## config.mk

```make
export PLATFORM = sky130hd
export DESIGN_NAME = regfile_sb_flat
export DESIGN_NICKNAME = d
export VERILOG_FILES = /design/src/rtl/regfile_sb_if.sv /design/src/rtl/regfile_sb.sv /design/src/flat_wrapper.sv
export SDC_FILE = /design/constraint.sdc
export NUM_CORES = 2
export LEC_CHECK = 0
export CAP_MARGIN = 5
export CORE_MARGIN = 5
export CORE_UTILIZATION = 45
export DETAILED_ROUTE_END_ITERATION = 8
export PLACE_DENSITY = 0.6
export SLEW_MARGIN = 10
export SYNTH_ARGS = -nofsm -noshare
export SYNTH_HDL_FRONTEND = slang
export SYNTH_SLANG_ARGS = --single-unit
```

## constraint.sdc

```tcl
create_clock -name clk -period 5.15 [get_ports clk]
set_clock_uncertainty 0.15 [all_clocks]
set_input_delay 1.545 -clock clk [delete_from_list [all_inputs] [get_ports clk]]
set_output_delay 1.545 -clock clk [all_outputs]
set_load 0.005 [all_outputs]
```

## src/rtl/regfile_sb_if.sv

```systemverilog
// Bus bundle for regfile_sb: write port, two read ports, busy scoreboard.
// The master drives selects and strobes; the slave returns read data and busy status.
interface regfile_sb_if #(
    parameter int DATA_W = 32,
    parameter int ADDR_W = 5
);
    logic              reg_write;
    logic [ADDR_W-1:0] w_reg0;
    logic [DATA_W-1:0] w_data;
    logic [ADDR_W-1:0] r_reg0;
    logic [ADDR_W-1:0] r_reg1;
    logic [DATA_W-1:0] reg0;
    logic [DATA_W-1:0] reg1;
    logic              busy_set;
    logic [ADDR_W-1:0] busy_reg;
    logic              busy0;
    logic              busy1;
    logic [ADDR_W:0]   pend_cnt;

    modport master (
        output reg_write, w_reg0, w_data, r_reg0, r_reg1, busy_set, busy_reg,
        input  reg0, reg1, busy0, busy1, pend_cnt
    );

    modport slave (
        input  reg_write, w_reg0, w_data, r_reg0, r_reg1, busy_set, busy_reg,
        output reg0, reg1, busy0, busy1, pend_cnt
    );
endinterface

```

## src/rtl/regfile_sb.sv

```systemverilog
// Register file with two combinational read ports, one write port and a
// per-register busy scoreboard with a running count of pending registers.
module regfile_sb #(
    parameter int DATA_W   = 32,
    parameter int ADDR_W   = 5,
    parameter int ZERO_REG = 1,
    parameter int BYPASS   = 1
) (
    input logic         clk,
    input logic         reset_n,
    regfile_sb_if.slave bus
);
    localparam int              DEPTH   = 2 ** ADDR_W;
    localparam bit              ZR      = (ZERO_REG != 0);
    localparam bit              BP      = (BYPASS != 0);
    localparam logic [ADDR_W:0] CNT_ONE = (ADDR_W + 1)'(1);

    logic [DEPTH-1:0][DATA_W-1:0] regs_q, regs_d;
    logic [DEPTH-1:0]             busy_q, busy_d;
    logic [ADDR_W:0]              pend_cnt_q, pend_cnt_d;
    logic                         wr_ok, set_ok, set_new, clr_eff;
    logic [DATA_W-1:0]            rd0, rd1;

    // A set wins over a clear on the same register, so the count only moves
    // when exactly one of "new set" and "effective clear" happens.
    always_comb begin
        wr_ok   = bus.reg_write && !(ZR && bus.w_reg0 == '0);
        set_ok  = bus.busy_set && !(ZR && bus.busy_reg == '0);
        set_new = set_ok && !busy_q[bus.busy_reg];
        clr_eff = wr_ok && busy_q[bus.w_reg0]
                  && !(set_ok && bus.busy_reg == bus.w_reg0);

        regs_d = regs_q;
        busy_d = busy_q;
        if (wr_ok) begin
            regs_d[bus.w_reg0] = bus.w_data;
            busy_d[bus.w_reg0] = 1'b0;
        end
        if (set_ok) begin
            busy_d[bus.busy_reg] = 1'b1;
        end

        pend_cnt_d = pend_cnt_q;
        if (set_new && !clr_eff) begin
            pend_cnt_d = pend_cnt_q + CNT_ONE;
        end else if (clr_eff && !set_new) begin
            pend_cnt_d = pend_cnt_q - CNT_ONE;
        end
    end

    always_ff @(posedge clk or negedge reset_n) begin
        if (!reset_n) begin
            regs_q     <= '0;
            busy_q     <= '0;
            pend_cnt_q <= '0;
        end else begin
            regs_q     <= regs_d;
            busy_q     <= busy_d;
            pend_cnt_q <= pend_cnt_d;
        end
    end

    // Register 0 reads as zero even if a write to it is being presented.
    always_comb begin
        rd0 = regs_q[bus.r_reg0];
        rd1 = regs_q[bus.r_reg1];
        if (BP && bus.reg_write && bus.w_reg0 == bus.r_reg0) begin
            rd0 = bus.w_data;
        end
        if (BP && bus.reg_write && bus.w_reg0 == bus.r_reg1) begin
            rd1 = bus.w_data;
        end
        if (ZR && bus.r_reg0 == '0) begin
            rd0 = '0;
        end
        if (ZR && bus.r_reg1 == '0) begin
            rd1 = '0;
        end
    end

    assign bus.reg0     = rd0;
    assign bus.reg1     = rd1;
    assign bus.busy0    = busy_q[bus.r_reg0];
    assign bus.busy1    = busy_q[bus.r_reg1];
    assign bus.pend_cnt = pend_cnt_q;

endmodule

```

## src/flat_wrapper.sv

```systemverilog
// flat-port wrapper written by rule: the top's interface ports become plain ports
module regfile_sb_flat 
#(
    parameter int DATA_W   = 32,
    parameter int ADDR_W   = 5,
    parameter int ZERO_REG = 1,
    parameter int BYPASS   = 1
)
  (clk, reset_n, bus_reg_write, bus_w_reg0, bus_w_data, bus_r_reg0, bus_r_reg1, bus_busy_set, bus_busy_reg, bus_reg0, bus_reg1, bus_busy0, bus_busy1, bus_pend_cnt);
  regfile_sb_if #(.DATA_W(DATA_W), .ADDR_W(ADDR_W)) bus_i ();
  input logic clk;
  input logic reset_n;
  input wire logic [$bits(bus_i.reg_write)-1:0] bus_reg_write;
  input wire logic [$bits(bus_i.w_reg0)-1:0] bus_w_reg0;
  input wire logic [$bits(bus_i.w_data)-1:0] bus_w_data;
  input wire logic [$bits(bus_i.r_reg0)-1:0] bus_r_reg0;
  input wire logic [$bits(bus_i.r_reg1)-1:0] bus_r_reg1;
  input wire logic [$bits(bus_i.busy_set)-1:0] bus_busy_set;
  input wire logic [$bits(bus_i.busy_reg)-1:0] bus_busy_reg;
  output wire logic [$bits(bus_i.reg0)-1:0] bus_reg0;
  output wire logic [$bits(bus_i.reg1)-1:0] bus_reg1;
  output wire logic [$bits(bus_i.busy0)-1:0] bus_busy0;
  output wire logic [$bits(bus_i.busy1)-1:0] bus_busy1;
  output wire logic [$bits(bus_i.pend_cnt)-1:0] bus_pend_cnt;
  assign bus_i.reg_write = bus_reg_write;
  assign bus_i.w_reg0 = bus_w_reg0;
  assign bus_i.w_data = bus_w_data;
  assign bus_i.r_reg0 = bus_r_reg0;
  assign bus_i.r_reg1 = bus_r_reg1;
  assign bus_i.busy_set = bus_busy_set;
  assign bus_i.busy_reg = bus_busy_reg;
  assign bus_reg0 = bus_i.reg0;
  assign bus_reg1 = bus_i.reg1;
  assign bus_busy0 = bus_i.busy0;
  assign bus_busy1 = bus_i.busy1;
  assign bus_pend_cnt = bus_i.pend_cnt;
  regfile_sb #(.DATA_W(DATA_W), .ADDR_W(ADDR_W), .ZERO_REG(ZERO_REG), .BYPASS(BYPASS)) u_core (.clk(clk), .reset_n(reset_n), .bus(bus_i));
endmodule
```

==> summary.txt <==
Status: finished with violations
Failing checks: negative setup slack
Max_slew headroom: 27.19%
Post-route cell area: 0.07482 mm2
CTS tree: yes
Static leakage: 33.09 nW
Clk slew on worst S/H paths: 0.06 ns
Layout cell share with drive strength beyond 1: 58.25%
Die H: 370.6 um
Sw Share: 27.98%
Placer Congestion: 0.8575
Drt first pass iters: 7
Chip width: 370.6 um
Vias per cell: 6.513
Synthesized instance count: 3981
Placed cell area: 0.06581 mm2
Period utilization: 103.3%
WL/cell: 33.50 um
Placed insts: 5963
Post-Route WL: 214.3 mm
Mapped Avg Cell Area: 14.70 um2
Hold EP: u_core.regs_q[28]
First-pass GRT wire length: 308.6 mm
Largest net degree at the start of global routing: 93
Non-Filler Instances: 6397
Top Ports: 128
Hold Buf Count CTS: 0
CP max stage cell: a311o_1
Max-slew violations: 0
Crit end category: output port
Most common cell after layout, fill and taps aside: dfrtp_1
Max Root-Sink Buffers: 3
Net Count, Synth: 4043
HPWL after detailed placement: 132.0 mm
Initial drt markers: 4447
Synthesized area: 0.05852 mm2
CP peak stage delay: 0.35 ns
Gr usage total: 30.94%
Hold Vio Cnt, Final: 0
Yosys reg bits: 1062
TritonCTS Buffers: 120
Clk pwr share: 33.7%
R2r endpoint: u_core.bus.pend_cnt[5]
Post-synthesis sequential area ratio: 45.41%
R2R Path Start: u_core.busy_q[2]
Hold_ws: 0.2472 ns
Critical Path RT: 3.46 ns
CP max FO: 6
Most frequent cells in the layout: 1062 x dfrtp_1, 883 x mux2_2, 498 x mux4_2
Int Power: 19.28 mW
Setup violators final: 43
DRC viols: 0
Post-synthesis async set-or-reset flop share: 100.0%
Total net switching power: 7.492 mW
Core area: 0.1293 mm2
Reg2Reg Depth: 13
VDD IR max: 0.3010 mV
Kind of cell adding the most delay to the critical path: buffers and inverters
Crit path DAT: 3.63 ns
Via count: 41670
Final core utilization: 57.85%
Synth Flop Type: dfrtp_1
Worst slew pin tran: 1.092 ns
Clock Latency Late Sink: 0.74 ns
Startpoint types: primary input
Max cap viols: 0
Logic pwr share: 24.4%
Reg2Reg Setup Slack: 1.78 ns
Top cell type's share of synthesized area: 45.41%
Grt total ovfl: 0
Die area: 0.1374 mm2
Register share of total power: 41.9%
H-Tree Level Count: 3
Vias in the first global route: 42430
Setup ws final: -0.1717 ns
Cell Chain, Critical Path: buf_16 > buf_12 > buf_6 > buf_12 > xnor2_2 > nand4_1 > buf_6 > o21ai_4 > buf_12 > buf_6 > buf_6 > nor2b_1 > a311o_1 > buf_2
RSZ-0062 raised after global routing: yes
PD cells: 357.9 mW/mm2
Final nets: 4615
Tmin final: 5.322 ns
Critical Path Most Common Cell: buf_6
EDFF count, synth: 0
Sink Count: 1062
CTS Root Cell: clkbuf_16
Area leader, netlist: dfrtp_1
HP Class: flip-flop to flip-flop
Crit Path Class: primary input to output port
Initial Util: 45.25%
Hold_sp: u_core.regs_q[28]
Top cells by area, synth: dfrtp_1 45%, mux4_2 19%, mux2_2 17%, mux2i_1 4.8%, mux2_1 2.2%
Area growth syn-to-layout: 27.85%
Yosys warns: 0
Initial antenna violation count: 3
Cell variety after synth: 74
Row cnt: 132
F_max: 187.9 MHz
DP Worst Slack: -1.108 ns
CP bufs+invs: 9
WHS Path Cells: 0
# port buffers: 127
Routed Antenna Nets: 0
-- flip-flops by register name, indices dropped and copies added (netlist names) --
signal / flops
u_core.busy_q: 32
u_core.bus.pend_cnt: 6
u_core.regs_q: 1024
-- final cells by class --
cell class,instances,area (um2)
well taps,1742,2180
clock inverters,33,503.0
inverters,14,58.81
fillers,10050,54500
repair buffers,903,10480
multi-input cells,2452,31360
diodes,6,15.01
flip-flops and latches,1062,26580
clock buffers,185,3642
-- through the flow --
step           setup TNS (ns)  total power [mW]
2_1_floorplan               0             14.89
3_3_place_gp           -42.12             17.03
3_5_place_dp           -41.72             17.20
4_1_cts                -2.952             26.61
5_1_grt                -5.944             27.82
6_report               -3.519             26.77
-- metal layers --
layer	GRT usage, %	routed length (um)
met1	43.99	89800
met2	46.95	96720
met3	6.794	19220
met4	11.56	8562
met5	0	0
-- how the worst max path moves through the flow --
| stage | start | endpoint | slack, ns | cells past startpoint |
|---|---|---|---|---|
| after CTS | bus_r_reg0[0] | bus_reg0[18] | -0.22 | 9 |
| after global placement | bus_w_reg0[0] | bus_reg0[5] | -1.12 | 11 |
| final | bus_r_reg0[0] | bus_reg0[14] | -0.17 | 14 |
| after detailed placement | bus_w_reg0[1] | bus_reg0[5] | -1.11 | 11 |
| after floorplan | bus_r_reg1[0] | bus_reg1[7] | 0.17 | 7 |
| after global routing | bus_r_reg1[0] | bus_reg1[11] | -0.24 | 12 |
-- what timing repair did --
item	CTS	global route
buffers inserted	157	68
gates resized for setup	638	244
pin swaps	147	127
gates cloned	30	7
setup endpoints to repair	66	65
-- cell usage after synthesis (5+ instances only) --
cell	instances
a22oi_1	31
a211o_1	5
nand2b_1	5
xnor2_1	15
o22ai_1	37
mux2_2	883
buf_2	95
nand2_4	7
ha_1	5
a221o_1	22
xor2_1	5
mux4_2	498
nand2_1	65
o311ai_1	6
nor2b_1	12
o21bai_1	6
o21ai_1	7
dfrtp_1	1062
mux2i_1	278
o21ai_0	99
nand3_1	32
clkbuf_1	223
inv_1	12
buf_4	36
and3_1	9
buf_1	56
nor3_1	8
a221oi_1	54
nor2_1	73
nand4_1	6
a22o_1	16
a31oi_1	21
buf_6	38
a21oi_1	34
mux2_1	115
nand3b_1	12
-- power by group through the flow --
| stage | Sequential (mW) | Combinational (mW) | Clock [mW] |
|---|---|---|---|
| finish | 11.2 | 6.53 | 9.03 |
| global route | 11.4 | 6.95 | 9.50 |
| CTS | 11.1 | 6.34 | 9.16 |
| detailed placement | 11.3 | 5.94 | 0 |
| global placement | 11.2 | 5.85 | 0 |
| floorplan | 10.8 | 4.05 | 0 |
-- kinds of logic (layout without fill, tap and decap cells) --
family / after synthesis / in the layout / synth area share (%)
XOR/XNOR: 20 / 20 / 0.2993
other: 0 / 6 / 0
flip-flops: 1062 / 1062 / 45.41
adder cells (fa/ha/maj): 6 / 6 / 0.1411
AO/OA/AOI/OAI: 393 / 393 / 4.742
buffers and inverters: 467 / 1135 / 4.001
AND/OR/NAND/NOR: 259 / 259 / 2.275
multiplexers: 1774 / 1774 / 43.13
Note: power is estimated with default switching activity, not from simulation.
